**config.mk**
```make
export PLATFORM = sky130hd
export DESIGN_NAME = modport_bridge
export DESIGN_NICKNAME = d
export VERILOG_FILES = /design/src/rtl/bridge_pkg.sv /design/src/rtl/apb_addr_decode.sv /design/src/rtl/modport_bridge.sv
export SDC_FILE = /design/constraint.sdc
export NUM_CORES = 1
export LEC_CHECK = 0
export CORE_ASPECT_RATIO = 1.5
export CORE_MARGIN = 2
export CORE_UTILIZATION = 40
export DETAILED_ROUTE_END_ITERATION = 6
export GPL_TIMING_DRIVEN = 0
export PLACE_DENSITY = 0.75
export SLEW_MARGIN = 15
export SYNTH_ARGS = -nofsm -noshare
export SYNTH_HDL_FRONTEND = slang
export SYNTH_SLANG_ARGS = --single-unit
```
**constraint.sdc**
```tcl
create_clock -name clk -period 4.05 [get_ports clk]
set_input_delay 0.405 -clock clk [delete_from_list [all_inputs] [get_ports clk]]
set_output_delay 0.405 -clock clk [all_outputs]
set_load 0.03 [all_outputs]
```
**src/rtl/bridge_pkg.sv**
```systemverilog
// bridge_pkg: shared FSM states, HTRANS codes and the APB address map for modport_bridge.
package bridge_pkg;
  typedef enum logic [2:0] {S_IDLE, S_CAPTURE, S_SETUP, S_ACCESS, S_ERR} state_e;
  localparam logic [1:0] HTRANS_IDLE   = 2'b00;
  localparam logic [1:0] HTRANS_BUSY   = 2'b01;
  localparam logic [1:0] HTRANS_NONSEQ = 2'b10;
  localparam logic [1:0] HTRANS_SEQ    = 2'b11;
  localparam logic [31:0] SLV0_BASE  = 32'h8000_0000;
  localparam logic [31:0] SLV0_LIMIT = 32'h83FF_FFFF;
  localparam logic [31:0] SLV1_BASE  = 32'h8400_0000;
  localparam logic [31:0] SLV1_LIMIT = 32'h87FF_FFFF;
  localparam logic [31:0] SLV2_BASE  = 32'h8800_0000;
  localparam logic [31:0] SLV2_LIMIT = 32'h8BFF_FFFF;
  localparam logic [2:0] PSEL_SLV0 = 3'b001;
  localparam logic [2:0] PSEL_SLV1 = 3'b010;
  localparam logic [2:0] PSEL_SLV2 = 3'b100;
endpackage

```
**src/rtl/apb_addr_decode.sv**
```systemverilog
// apb_addr_decode: combinational HADDR to one-hot PSELX decode with an unmapped flag.
module apb_addr_decode
  import bridge_pkg::*;
#(
  parameter int ADDR_W  = 32,
  parameter int NUM_SLV = 3
) (
  input  logic [ADDR_W-1:0]  addr_i,
  output logic [NUM_SLV-1:0] sel_o,
  output logic               unmapped_o
);
  logic [31:0] a;
  assign a = 32'(addr_i);
  assign sel_o = (a >= SLV0_BASE && a <= SLV0_LIMIT) ? NUM_SLV'(PSEL_SLV0) :
                 (a >= SLV1_BASE && a <= SLV1_LIMIT) ? NUM_SLV'(PSEL_SLV1) :
                 (a >= SLV2_BASE && a <= SLV2_LIMIT) ? NUM_SLV'(PSEL_SLV2) : '0;
  assign unmapped_o = ~|sel_o;
endmodule

```
**src/rtl/modport_bridge.sv**
```systemverilog
// modport_bridge: AHB-Lite slave to APB master bridge, one APB setup/access per AHB transfer.
// Define MODPORT_BRIDGE_ERR_RESP_EN to answer unmapped transfers with a two-cycle AHB ERROR.
module modport_bridge
  import bridge_pkg::*;
#(
  parameter int ADDR_W  = 32,
  parameter int DATA_W  = 32,
  parameter int NUM_SLV = 3
) (
  input  logic               clk,
  input  logic               rst,
  input  logic               HSEL,
  input  logic [ADDR_W-1:0]  HADDR,
  input  logic [1:0]         HTRANS,
  input  logic               HWRITE,
  input  logic [DATA_W-1:0]  HWDATA,
  input  logic               HREADYin,
  output logic               HREADYout,
  output logic [DATA_W-1:0]  HRDATA,
  output logic               HRESP,
  output logic [ADDR_W-1:0]  PADDR,
  output logic [DATA_W-1:0]  PWDATA,
  output logic               PWRITE,
  output logic [NUM_SLV-1:0] PSELX,
  output logic               PENABLE,
  input  logic [DATA_W-1:0]  PRDATA
);
  state_e state_q, state_d;
  logic [NUM_SLV-1:0] dec_sel, sel_q, psel_q;
  logic [ADDR_W-1:0] addr_q, paddr_q;
  logic [DATA_W-1:0] pwdata_q, hrdata_q;
  logic dec_unm, unm_q, write_q, pwrite_q, penable_q, valid, err_go, err2_q;
  apb_addr_decode #(.ADDR_W(ADDR_W), .NUM_SLV(NUM_SLV)) u_dec (
    .addr_i    (HADDR),
    .sel_o     (dec_sel),
    .unmapped_o(dec_unm)
  );
  assign valid = HSEL & HREADYin & (HTRANS != HTRANS_IDLE) & (HTRANS != HTRANS_BUSY)
               & (state_q == S_IDLE);
`ifdef MODPORT_BRIDGE_ERR_RESP_EN
  // Second ERROR cycle: HREADYout rises while HRESP stays high.
  always_ff @(posedge clk) err2_q <= rst ? 1'b0 : (state_q == S_ERR) & ~err2_q;
  assign err_go    = dec_unm;
  assign HRESP     = state_q == S_ERR;
  assign HREADYout = (state_q == S_IDLE) | ((state_q == S_ERR) & err2_q);
`else
  assign err2_q    = 1'b0;
  assign err_go    = 1'b0;
  assign HRESP     = 1'b0;
  assign HREADYout = state_q == S_IDLE;
`endif
  always_comb begin
    state_d = state_q;
    unique case (state_q)
      S_IDLE:    state_d = valid ? (err_go ? S_ERR : S_CAPTURE) : S_IDLE;
      S_CAPTURE: state_d = S_SETUP;
      S_SETUP:   state_d = S_ACCESS;
      S_ACCESS:  state_d = S_IDLE;
      S_ERR:     state_d = err2_q ? S_IDLE : S_ERR;
      default:   state_d = S_IDLE;
    endcase
  end
  always_ff @(posedge clk) begin
    if (rst) begin
      state_q   <= S_IDLE;
      addr_q    <= '0;
      write_q   <= 1'b0;
      sel_q     <= '0;
      unm_q     <= 1'b0;
      paddr_q   <= '0;
      pwrite_q  <= 1'b0;
      pwdata_q  <= '0;
      psel_q    <= '0;
      penable_q <= 1'b0;
      hrdata_q  <= '0;
    end else begin
      state_q <= state_d;
      if (valid) begin
        addr_q  <= HADDR;
        write_q <= HWRITE;
        sel_q   <= dec_sel;
        unm_q   <= dec_unm;
      end
      // CAPTURE is the AHB data phase, so HWDATA is valid here.
      if (state_q == S_CAPTURE) begin
        paddr_q  <= addr_q;
        pwrite_q <= write_q;
        pwdata_q <= HWDATA;
      end
      psel_q    <= (state_q == S_CAPTURE || state_q == S_SETUP) ? sel_q : '0;
      penable_q <= state_q == S_SETUP;
      if (state_q == S_ACCESS && !write_q) hrdata_q <= unm_q ? '0 : PRDATA;
    end
  end
  assign PADDR   = paddr_q;
  assign PWRITE  = pwrite_q;
  assign PWDATA  = pwdata_q;
  assign PSELX   = psel_q;
  assign PENABLE = penable_q;
  assign HRDATA  = hrdata_q;
endmodule

```
# After elaboration in Yosys (flattened, before gate mapping)
# Index checks and enable logic that the tools add are counted.
[op_classes]
order_cmp = 6
n_eq_ne = 5
mux = 6
bitwise_logic = 5
n_reduce_logical = 11
[ops]
columns = ["op", "n"]
rows = [
  ["$ge A32 B32 Y1 const B", 3],
  ["$le A32 B32 Y1 const B", 3],
  ["$mux W32", 1],
  ["$pmux W3 S4", 1],
  ["$mux W3", 3],
  ["$eq A3 B2 Y1 const B", 2],
  ["$and A1 B1 Y1", 4],
  ["$logic_and A1 B1 Y1", 4],
  ["$eq A3 B1 Y1 const B", 1],
  ["$eq A3 B3 Y1 const B", 1],
  ["$logic_not A3 Y1", 1],
  ["$reduce_or A3 Y1", 1],
  ["$logic_not A1 Y1", 2],
  ["$ne A2 B1 Y1 const B", 1],
  ["$reduce_bool A2 Y1", 1],
  ["$reduce_or A2 Y1", 1],
  ["$logic_or A1 B1 Y1", 1],
  ["$mux W1", 1],
  ["$not A1 Y1", 1],
]
[word_totals]
regBits = 141

# Logic depth before layout (Yosys ltp)
# Gate-level depths: netlist of the first run.
[logic_depth]
word_depth = 7
depth_mapped = 8
depth_no_buf = 4

# By module
# Synthesis of the first run repeated with hierarchy kept, for this count alone.
[unflattened]
cells_unflattened = 617
area_unflattened_um2 = 5475.3
[by_module_without_submodules]
columns = ["mod", "instances", "cells_per_inst", "area_each_um2"]
rows = [
  ["modport_bridge", 1, 612, 5422.7],
  ["apb_addr_decode", 1, 5, 52.6],
]

# Worst setup path before layout of the first run
# Ideal clock, no wire load.
[synth_timing]
kind = "register to output"
from = "reg state_q[1]"
to = "out HREADYout"
t_arrival_ps = 1183
setup_slack_ps = 2462
stages_incl_launch_ff = 6
path_cell_list = "dfxtp_1 buf_2 or3_4 buf_6 inv_6 buf_4"
[synth_via]
elab_chain_cells = 1
[synth_lines]
columns = ["item", "line_no", "text"]
rows = [
  ["start: declaration", "modport_bridge.sv:28", "state_e state_q, state_d;"],
  ["start signal: assignment", "modport_bridge.sv:77", "state_q <= state_d;"],
  ["$logic_not A3 Y1", "modport_bridge.sv:50", "assign HREADYout = state_q == S_IDLE;"],
  ["end: declaration", "modport_bridge.sv:18", "output logic HREADYout,"],
]
# No other way between the ends.

# Worst setup path after layout of the first run
# Ends and elaborated chain as after synthesis.

==> metrics.csv, run 1 <==
metric,value,unit
worst hold path startpoint,addr_q[7],
Pwr per Cell Area,417,nW/um2
"CP delay by family, top",buffers and inverters,
Mapped Area,5180,um2
Synth area leaders,"dfxtp_1, a21oi_1, nand2_1",
dpl hpwl,11.8,mm
Leak,2.69,nW
Post-CTS Setup Repair Bufs,0,
met3 WL post-DR,1.16,mm
hold path depth,2,
Area growth syn-to-layout,54.0,%
r2r setup slk,2.19,ns
# resized after CTS,0,
CP max stage delay,0.70,ns
Final Setup Violations,0,
IO Count,206,
hold-fix buffers at CTS,0,
Yosys reg bits,141,
max_cap viols,0,
PnR Total Power,0.00333,W
Cells after Synth,624,
"Max FO, Critical Path",10,
Synth Flop Type,dfxtp_1,
status,completed,
worst-path cell chain,"buf_2, or3_4, buf_6, inv_6, buf_4, clkdlybuf4s50_1",
IO buf count,203,
Die X,96.9,um
largest net degree at the start of global routing,17,
Final Hold Vio Count,0,
GRT Overall Usage,22.1,%
1st-pass router iterations,5,
via count,5125,
Via density,5.05,
Max Freq,0.364,GHz
sequential share of the synthesized area,54.5,%
share of cells above drive strength 1,6.98,%
DIE HEIGHT,143,um
Fillers,1117,
Synth Area per Inst,8.30,um2
vias in the first global route,5152,
Root Buffer,clkbuf_16,
critical path class,flop to primary output,
leading area contributor after synthesis,dfxtp_1,
antenna-violating nets left,0,
share of the synthesized area in the top cell type,54.5,%
Clock Pin Slew Worst Setup and Hold Paths,0.06,ns
HP Class,flop to flop,
FF-to-FF path depth,6,
Post-synth ARST share,0,%
Post-synth EDFFs,0,
global route overflow,0,
Starting Density,41.2,%
Num CTS Buffers,17,
initial antenna violation count,0,
Slew Limit Fails,0,
Slew HR,45.3,%
startpoint types,flop,
reg2reg end,PADDR[24],
RePlAce Congestion,0.801,
WP buf/inv,5,
Iter 0 DRT Violations,250,
placement-stage cell area,7410,um2
Yosys Warn Count,0,
Clock Latency Late Sink,0.42,ns
row count,50,
slew at the pin closest to its max-slew limit,0.809,ns
RSZ-0062 raised after global routing,no,
Ant. Diodes,0,
WHS Endpoint,PADDR[7],
min Tclk post-route,2.75,ns
setup TNS,0,ns
Clock Path Buffers,2,
critical path required time,3.64,ns
DRC Markers,0,
metal1 wirelength,5.83,mm
Top Metal Used,met4,
post-synthesis net count,727,
area of the multi-input gates,2050,um2
Routed wire per std cell,15.4,um
clk_skew,0.00611,ns
routed wl met2,8.27,mm
crit end category,primary output,
first-pass GRT wire length,24.6,mm
Tcrit/Tclk final,67.8,%
VDD IR max,0.323,mV
post-route cell area,7980,um2
crit path max-delay cell type,clkdlybuf4s50_1,
"Arr. time, crit path",2.34,ns
H-tree depth,4,
die footprint,13900,um2
Sink Count,141,
total wire length,15.7,mm
worst hold slack,0.450,ns
total core area,12600,um2
fin nets,949,
Reg area,2820,um2
Synth cell types,30,
TritonCTS clock tree,yes,
RR Startpoint,state_q[0],
## state kept, by name, indices dropped and copies added, names as in the netlist
signal / cells
PWDATA: 32
PWRITE: 1
addr_q: 32
PADDR: 32
HRDATA: 32
PSELX: 3
PENABLE: 1
state_q: 3
sel_q: 3
write_q: 1
unm_q: 1
## logic make-up after synthesis
group	Yosys count	synth area share (%)
xor+xnor	1	0.169
buf+inv	59	5.87
simple gates	251	22.7
other cells	1	0.0724
compound gates	171	16.7
flops	141	54.5
## power by group
group	leakage [nW]	internal [W]	total [W]	switching, W
logic	1.27	0.000185	0.000388	0.000203
registers	1.14	0.00142	0.00144	0.0000175
clock network	0.277	0.000906	0.00150	0.000598
## placed cells by master (no fill, tap or decap), types with 2 or more instances in the layout
cell,instances
dfxtp_1,141
inv_6,4
clkbuf_1,34
clkbuf_16,17
nor2_1,3
nor2b_1,2
nor4b_1,3
buf_8,2
buf_2,19
nand2_1,163
clkinvlp_4,3
and2_1,3
nand3_1,34
nand3b_1,32
clkdlybuf4s50_1,203
nand4_1,3
o21ai_0,36
bufinv_16,2
buf_4,2
clkinv_2,5
a21oi_1,133
## synthesized netlist by cell type, types with 2 or more instances
| cell type | count |
|---|---|
| dfxtp_1 | 141 |
| and2_1 | 3 |
| buf_2 | 19 |
| nand3b_1 | 32 |
| a21oi_1 | 133 |
| o21ai_0 | 36 |
| nor2_1 | 3 |
| buf_8 | 2 |
| nand3_1 | 34 |
| nor2b_1 | 2 |
| buf_4 | 2 |
| nor4b_1 | 3 |
| clkbuf_1 | 33 |
| nand2_1 | 163 |
| nand4_1 | 3 |
## area by class of cell
| cell class | instances | share of cell area (%) |
|---|---|---|
| flip-flops and latches | 141 | 35.4 |
| multi-input cells | 424 | 25.7 |
| repair buffers | 203 | 25.5 |
| clock buffers | 18 | 5.38 |
| plain buffers | 58 | 3.70 |
| well taps | 156 | 2.45 |
| clock inverters | 14 | 1.79 |
| inverters | 1 | 0.110 |
## how the worst max path moves through the flow
stage | start | end | slack (ns) | depth (start not counted)
2_1_floorplan | state_q[1] | HREADYout | 2.46 | 5
3_3_place_gp | state_q[1] | HREADYout | 1.76 | 6
3_5_place_dp | state_q[1] | HREADYout | 1.74 | 6
4_1_cts | state_q[1] | HREADYout | 1.30 | 6
5_1_grt | state_q[1] | HREADYout | 1.23 | 6
6_report | state_q[1] | HREADYout | 1.30 | 6
## worst register-to-register path, delay by kind of cell, from the launching register on
family	cells	cell delay, ns
buf+inv	3	0.75
simple gates	2	0.58
flops	1	0.31
compound gates	1	0.08
## layer usage
| metal | global-route usage [%] | vias to the layer above |
|---|---|---|
| met4 | 9.12 | 0 |
| met2 | 42.0 | 186 |
| met1 | 22.4 | 2374 |
| met5 | 0 | - |
| met3 | 6.81 | 26 |
| li1 | - | 2539 |
## stage by stage
stage,instances,util (%),worst slack [ns]
2_1_floorplan,624,-,2.46
3_3_place_gp,983,58.9,1.76
3_5_place_dp,983,58.9,1.74
4_1_cts,1015,63.4,1.30
5_1_grt,1015,63.4,1.23
6_report,1015,63.4,1.30
Note: power is estimated with default switching activity, not from simulation.
==> run 2: changes to the inputs <==
CORE_UTILIZATION = 39   (was 40)
PLACE_DENSITY = 0.76   (was 0.75)
clock period = 2.35 ns   (was 4.05 ns; I/O delays follow)
==> metrics.csv, run 2 (same netlist as run 1, synthesis figures left out) <==
metric,value,unit,change
status,completed,,unchanged
Starting Density,40.0,%,was 41.2%
vias in the first global route,5101,,was 5152
crit path from,state_q[1],,unchanged
min Tclk post-route,2.11,ns,
crit path max-delay cell type,or3_4,,was clkdlybuf4s50_1
Iter 0 DRT Violations,172,,was 250
first-pass GRT wire length,25.9,mm,was 24.6 mm
Via density,4.99,,was 5.05
Pwr per Cell Area,733,nW/um2,was 417 nW/um2
Routed wire per std cell,15.6,um,was 15.4 um
Clock Path Buffers,2,,unchanged
dpl hpwl,11.5,mm,was 11.8 mm
CP max stage delay,0.40,ns,was 0.70 ns
Slew Limit Fails,0,,unchanged
Finished Layout Cells,1017,,was 1015
IO buf count,203,,unchanged
GRT Overall Usage,22.8,%,was 22.1%
"Arr. time, crit path",1.87,ns,was 2.34 ns
largest net degree at the start of global routing,17,,unchanged
HP Class,primary input to flop,,was flop to flop
worst hold path startpoint,HWDATA[2],,was addr_q[7]
Num CTS Buffers,17,,unchanged
VDD IR max,0.465,mV,was 0.323 mV
total core area,13000,um2,was 12600 um2
RSZ-0062 raised after global routing,no,,unchanged
fin nets,949,,unchanged
DP Cell Count,986,,was 983
Root Buffer,clkbuf_16,,unchanged
IO Count,206,,unchanged
worst-path cell chain,"buf_2, or3_4, buf_6, inv_6, buf_4, clkbuf_2",,"was buf_2, or3_4, buf_6, inv_6, buf_4, clkdlybuf4s50_1"
internal power,0.00448,W,was 0.00251 W
startpoint types,flop,,unchanged
Max Freq,0.475,GHz,
Sw Ratio,23.7,%,was 24.6%
DIE HEIGHT,145,um,was 143 um
antenna-violating nets left,0,,unchanged
Clock Latency Late Sink,0.41,ns,was 0.42 ns
DRC Markers,0,,unchanged
setup TNS,0,ns,unchanged
1st-pass router iterations,4,,was 5
Clock Pin Slew Worst Setup and Hold Paths,0.06,ns,about the same
H-tree depth,4,,unchanged
total wire length,15.9,mm,was 15.7 mm
Final Hold Vio Count,0,,unchanged
die footprint,14200,um2,was 13900 um2
TritonCTS clock tree,yes,,unchanged
row count,51,,was 50
critical path class,flop to primary output,,unchanged
Slew HR,45.0,%,was 45.3%
critical path required time,2.12,ns,was 3.64 ns
Clk pwr share,46.3,%,was 45.2%
Sink Count,141,,unchanged
PnR Total Power,0.00587,W,was 0.00333 W
Die X,98.1,um,was 96.9 um
via count,5070,,was 5125
most frequent cells in the layout,"clkdlybuf4s50_1, nand2_1, dfxtp_1",,unchanged
"Max FO, Critical Path",10,,unchanged
initial antenna violation count,0,,unchanged
Tcrit/Tclk final,89.7,%,
worst hold slack,0.366,ns,was 0.450 ns
clk_skew,0.00519,ns,was 0.00611 ns
Flop pwr share,42.2,%,was 43.2%
max_cap viols,0,,unchanged
Ant. Diodes,0,,unchanged
hold-fix buffers at CTS,0,,unchanged
Comb pwr share,11.5,%,was 11.6%
Area growth syn-to-layout,54.6,%,was 54.0%
RR Startpoint,state_q[0],,unchanged
share of cells above drive strength 1,6.99,%,was 6.98%
crit end category,primary output,,unchanged
"commonest non-fill, non-tap cell in the layout",clkdlybuf4s50_1,,unchanged
Leak,2.69,nW,about the same
Final Setup Violations,0,,unchanged
slew at the pin closest to its max-slew limit,0.813,ns,was 0.809 ns
NetSw,0.00139,W,was 0.000819 W
global route overflow,0,,unchanged
RePlAce Congestion,0.775,,was 0.801
Fillers,1181,,was 1117
## run 2: worst paths after layout
path	endpoint	slack, ns	cells after the start
hold / removal	PWDATA[2]	0.37	3
hold reg to reg	HRDATA[30]	0.45	2
setup reg to reg	PADDR[5]	0.49	6
setup / recovery	HREADYout	0.24	6
## run 2: timing repair
| action | 4_1_cts | 5_1_grt |
|---|---|---|
| gates resized for setup | 1 | 2 |
| setup endpoints to repair | 1 | 1 |
| buffers inserted | 0 | 0 |
## run 2: power groups by stage
stage | Sequential (W) | Combinational [W] | Clock (W)
final | 0.00248 | 0.000674 | 0.00272
after global routing | 0.00248 | 0.000729 | 0.00286
after detailed placement | 0.00253 | 0.000677 | 0
after CTS | 0.00248 | 0.000679 | 0.00276
after global placement | 0.00253 | 0.000675 | 0
after floorplan | 0.00259 | 0.000268 | 0
## run 2: per-stage QoR
stage | setup slack (ns) | util, % | cell area [um2]
2_1_floorplan | 0.844 | - | 5180
3_3_place_gp | 0.196 | 57.2 | 7410
3_5_place_dp | 0.203 | 57.2 | 7410
4_1_cts | 0.0244 | 61.8 | 8010
5_1_grt | 0.157 | 61.8 | 8000
6_report | 0.243 | 61.8 | 8000
## run 2: routing by layer
metal	vias to the layer above	GRT usage [%]	wire length, um
met3	32	6.89	1200
met5	-	0	0
met4	0	9.44	415
met1	2327	25.6	6250
met2	165	39.6	8040
li1	2546	-	-
## run 2: area by class of cell
type                       count  area [um2]  share of cell area (%)
inverter                       1        8.76                   0.109
clock buffer                  20         457                    5.71
buffer                        58         295                    3.69
sequential                   141        2820                    35.3
multi-input combinational    424        2050                    25.6
tap                          159         199                    2.49
timing repair buffer         203        2030                    25.3
clock inverter                11         143                    1.78
## run 2: critical path: cells and delay by family (launching register included)
| kind | cells | cell delay [ns] |
|---|---|---|
| flip-flops | 1 | 0.29 |
| buffers and inverters | 5 | 0.77 |
| AND/OR/NAND/NOR | 1 | 0.40 |
==> run 3: changes to the inputs <==
CELL_PAD_IN_SITES_DETAIL_PLACEMENT = 0   (was default)
CELL_PAD_IN_SITES_GLOBAL_PLACEMENT = 1   (was default)
CORE_UTILIZATION = 28   (was 39)
PLACE_DENSITY = default   (was 0.76)
PLACE_DENSITY_LB_ADDON = 0.1   (was default)
==> metrics.csv, run 3 (same netlist as run 1, synthesis figures left out) <==
metric,value,unit,change
status,completed,,unchanged
Top Metal Used,met4,,unchanged
RePlAce Congestion,0.730,,was 0.775
clk_skew,0.00878,ns,was 0.00519 ns
IO Count,206,,unchanged
total core area,18000,um2,was 13000 um2
row count,60,,was 51
final setup margin,0.227,ns,was 0.243 ns
Clock Pin Slew Worst Setup and Hold Paths,0.06,ns,about the same
internal power,0.00451,W,was 0.00448 W
max_cap viols,0,,unchanged
H-tree depth,4,,unchanged
global route overflow,0,,unchanged
Iter 0 DRT Violations,214,,was 172
vias in the first global route,5047,,was 5101
NetSw,0.00140,W,was 0.00139 W
critical path class,flop to primary output,,unchanged
GRT Overall Usage,17.8,%,was 22.8%
met3 WL post-DR,1.24,mm,was 1.20 mm
most frequent cells in the layout,"clkdlybuf4s50_1, nand2_1, dfxtp_1",,unchanged
DP Worst Slack,0.204,ns,was 0.203 ns
VDD IR max,0.522,mV,was 0.465 mV
slew at the pin closest to its max-slew limit,0.775,ns,was 0.813 ns
Final Hold Vio Count,0,,unchanged
startpoint types,flop,,unchanged
Max Freq,0.471,GHz,was 0.475 GHz
Comb pwr share,11.4,%,was 11.5%
"commonest non-fill, non-tap cell in the layout",clkdlybuf4s50_1,,unchanged
Area growth syn-to-layout,56.2,%,was 54.6%
hold-fix buffers at CTS,0,,unchanged
Clk pwr share,46.7,%,was 46.3%
TritonCTS clock tree,yes,,unchanged
IO buf count,203,,unchanged
total wire length,17.3,mm,was 15.9 mm
Slew HR,47.6,%,was 45.0%
Starting Density,28.7,%,was 40.0%
Tcrit/Tclk final,90.3,%,was 89.7%
Slew Limit Fails,0,,unchanged
Final Setup Violations,0,,unchanged
setup TNS,0,ns,unchanged
fin nets,949,,unchanged
via count,5017,,was 5070
critical path required time,2.12,ns,about the same
"Arr. time, crit path",1.89,ns,was 1.87 ns
share of cells above drive strength 1,7.10,%,was 6.99%
Sink Count,141,,unchanged
Ant. Diodes,0,,unchanged
die footprint,19600,um2,was 14200 um2
DIE HEIGHT,171,um,was 145 um
Routed wire per std cell,16.1,um,was 15.6 um
RSZ-0062 raised after global routing,no,,unchanged
Leak,2.71,nW,was 2.69 nW
Sw Ratio,23.7,%,about the same
HP Class,primary input to flop,,unchanged
Num CTS Buffers,17,,unchanged
Clock Path Buffers,2,,unchanged
DRC Markers,0,,unchanged
largest net degree at the start of global routing,17,,unchanged
1st-pass router iterations,4,,unchanged
dpl hpwl,13.0,mm,was 11.5 mm
Post-Route Utilization,44.9,%,was 61.8%
Root Buffer,clkbuf_16,,unchanged
Die X,115,um,was 98.1 um
initial antenna violation count,0,,unchanged
routed wl met2,9.12,mm,was 8.04 mm
min Tclk post-route,2.12,ns,was 2.11 ns
Post-CTS Setup Repair Bufs,0,,unchanged
Fillers,1841,,was 1181
Flop pwr share,41.9,%,was 42.2%
metal1 wirelength,6.76,mm,was 6.25 mm
antenna-violating nets left,0,,unchanged
crit end category,primary output,,unchanged
"Max FO, Critical Path",10,,unchanged
first-pass GRT wire length,26.6,mm,was 25.9 mm
Via density,4.66,,was 4.99
Clock Latency Late Sink,0.42,ns,was 0.41 ns
Pwr per Cell Area,731,nW/um2,was 733 nW/um2
==> run 3: routing by layer <==
| metal | track usage, % | up-vias |
|---|---|---|
| met3 | 6.16 | 13 |
| met2 | 32.6 | 166 |
| li1 | - | 2544 |
| met5 | 0 | - |
| met1 | 18.9 | 2294 |
| met4 | 5.76 | 0 |
==> run 3: repair_timing <==
| action | 4_1_cts | 5_1_grt |
|---|---|---|
| setup endpoints to repair | 1 | 1 |
| gates cloned | 0 | 0 |
| gates resized for setup | 1 | 2 |
==> run 3: per-stage QoR <==
| stage | hold slack, ns | instances | instance area (um2) | power (W) |
|---|---|---|---|---|
| after floorplan | 0.333 | 624 | 5180 | 0.00286 |
| after global placement | 0.436 | 1044 | 7480 | 0.00320 |
| after detailed placement | 0.441 | 1044 | 7480 | 0.00321 |
| final | 0.355 | 1076 | 8090 | 0.00591 |
| after CTS | 0.342 | 1076 | 8090 | 0.00601 |
| after global routing | 0.355 | 1076 | 8090 | 0.00616 |
==> run 3: worst paths after layout <==
kind / from / to / slack [ns] / cells past startpoint
min: HWDATA[9] / PWDATA[9] / 0.36 / 3
min reg2reg: addr_q[6] / PADDR[6] / 0.44 / 2
max reg2reg: state_q[0] / PWDATA[2] / 0.53 / 6
max: state_q[1] / HREADYout / 0.23 / 6
==> run 3: cell type report <==
cell class,count,area (um2),area share [%]
plain buffers,58,295,3.65
clock buffers,21,470,5.82
clock inverters,11,140,1.73
inverters,1,8.76,0.108
multi-input cells,424,2050,25.4
flip-flops and latches,141,2820,34.9
well taps,217,272,3.36
repair buffers,203,2030,25.1
==> run 3: worst max-delay path: stages (launching register included) <==
cell	delay, ns
dfxtp_1	0.29
buf_2	0.16
or3_4	0.40
buf_6	0.16
inv_6	0.06
buf_4	0.16
clkbuf_2	0.23
==> run 3: power by group through the flow <==
stage	registers [W]	logic, W	clock network, W
after detailed placement	0.00253	0.000681	0
final	0.00248	0.000673	0.00276
after global placement	0.00253	0.000673	0
after floorplan	0.00259	0.000268	0
after global routing	0.00248	0.000729	0.00295
after CTS	0.00248	0.000683	0.00285
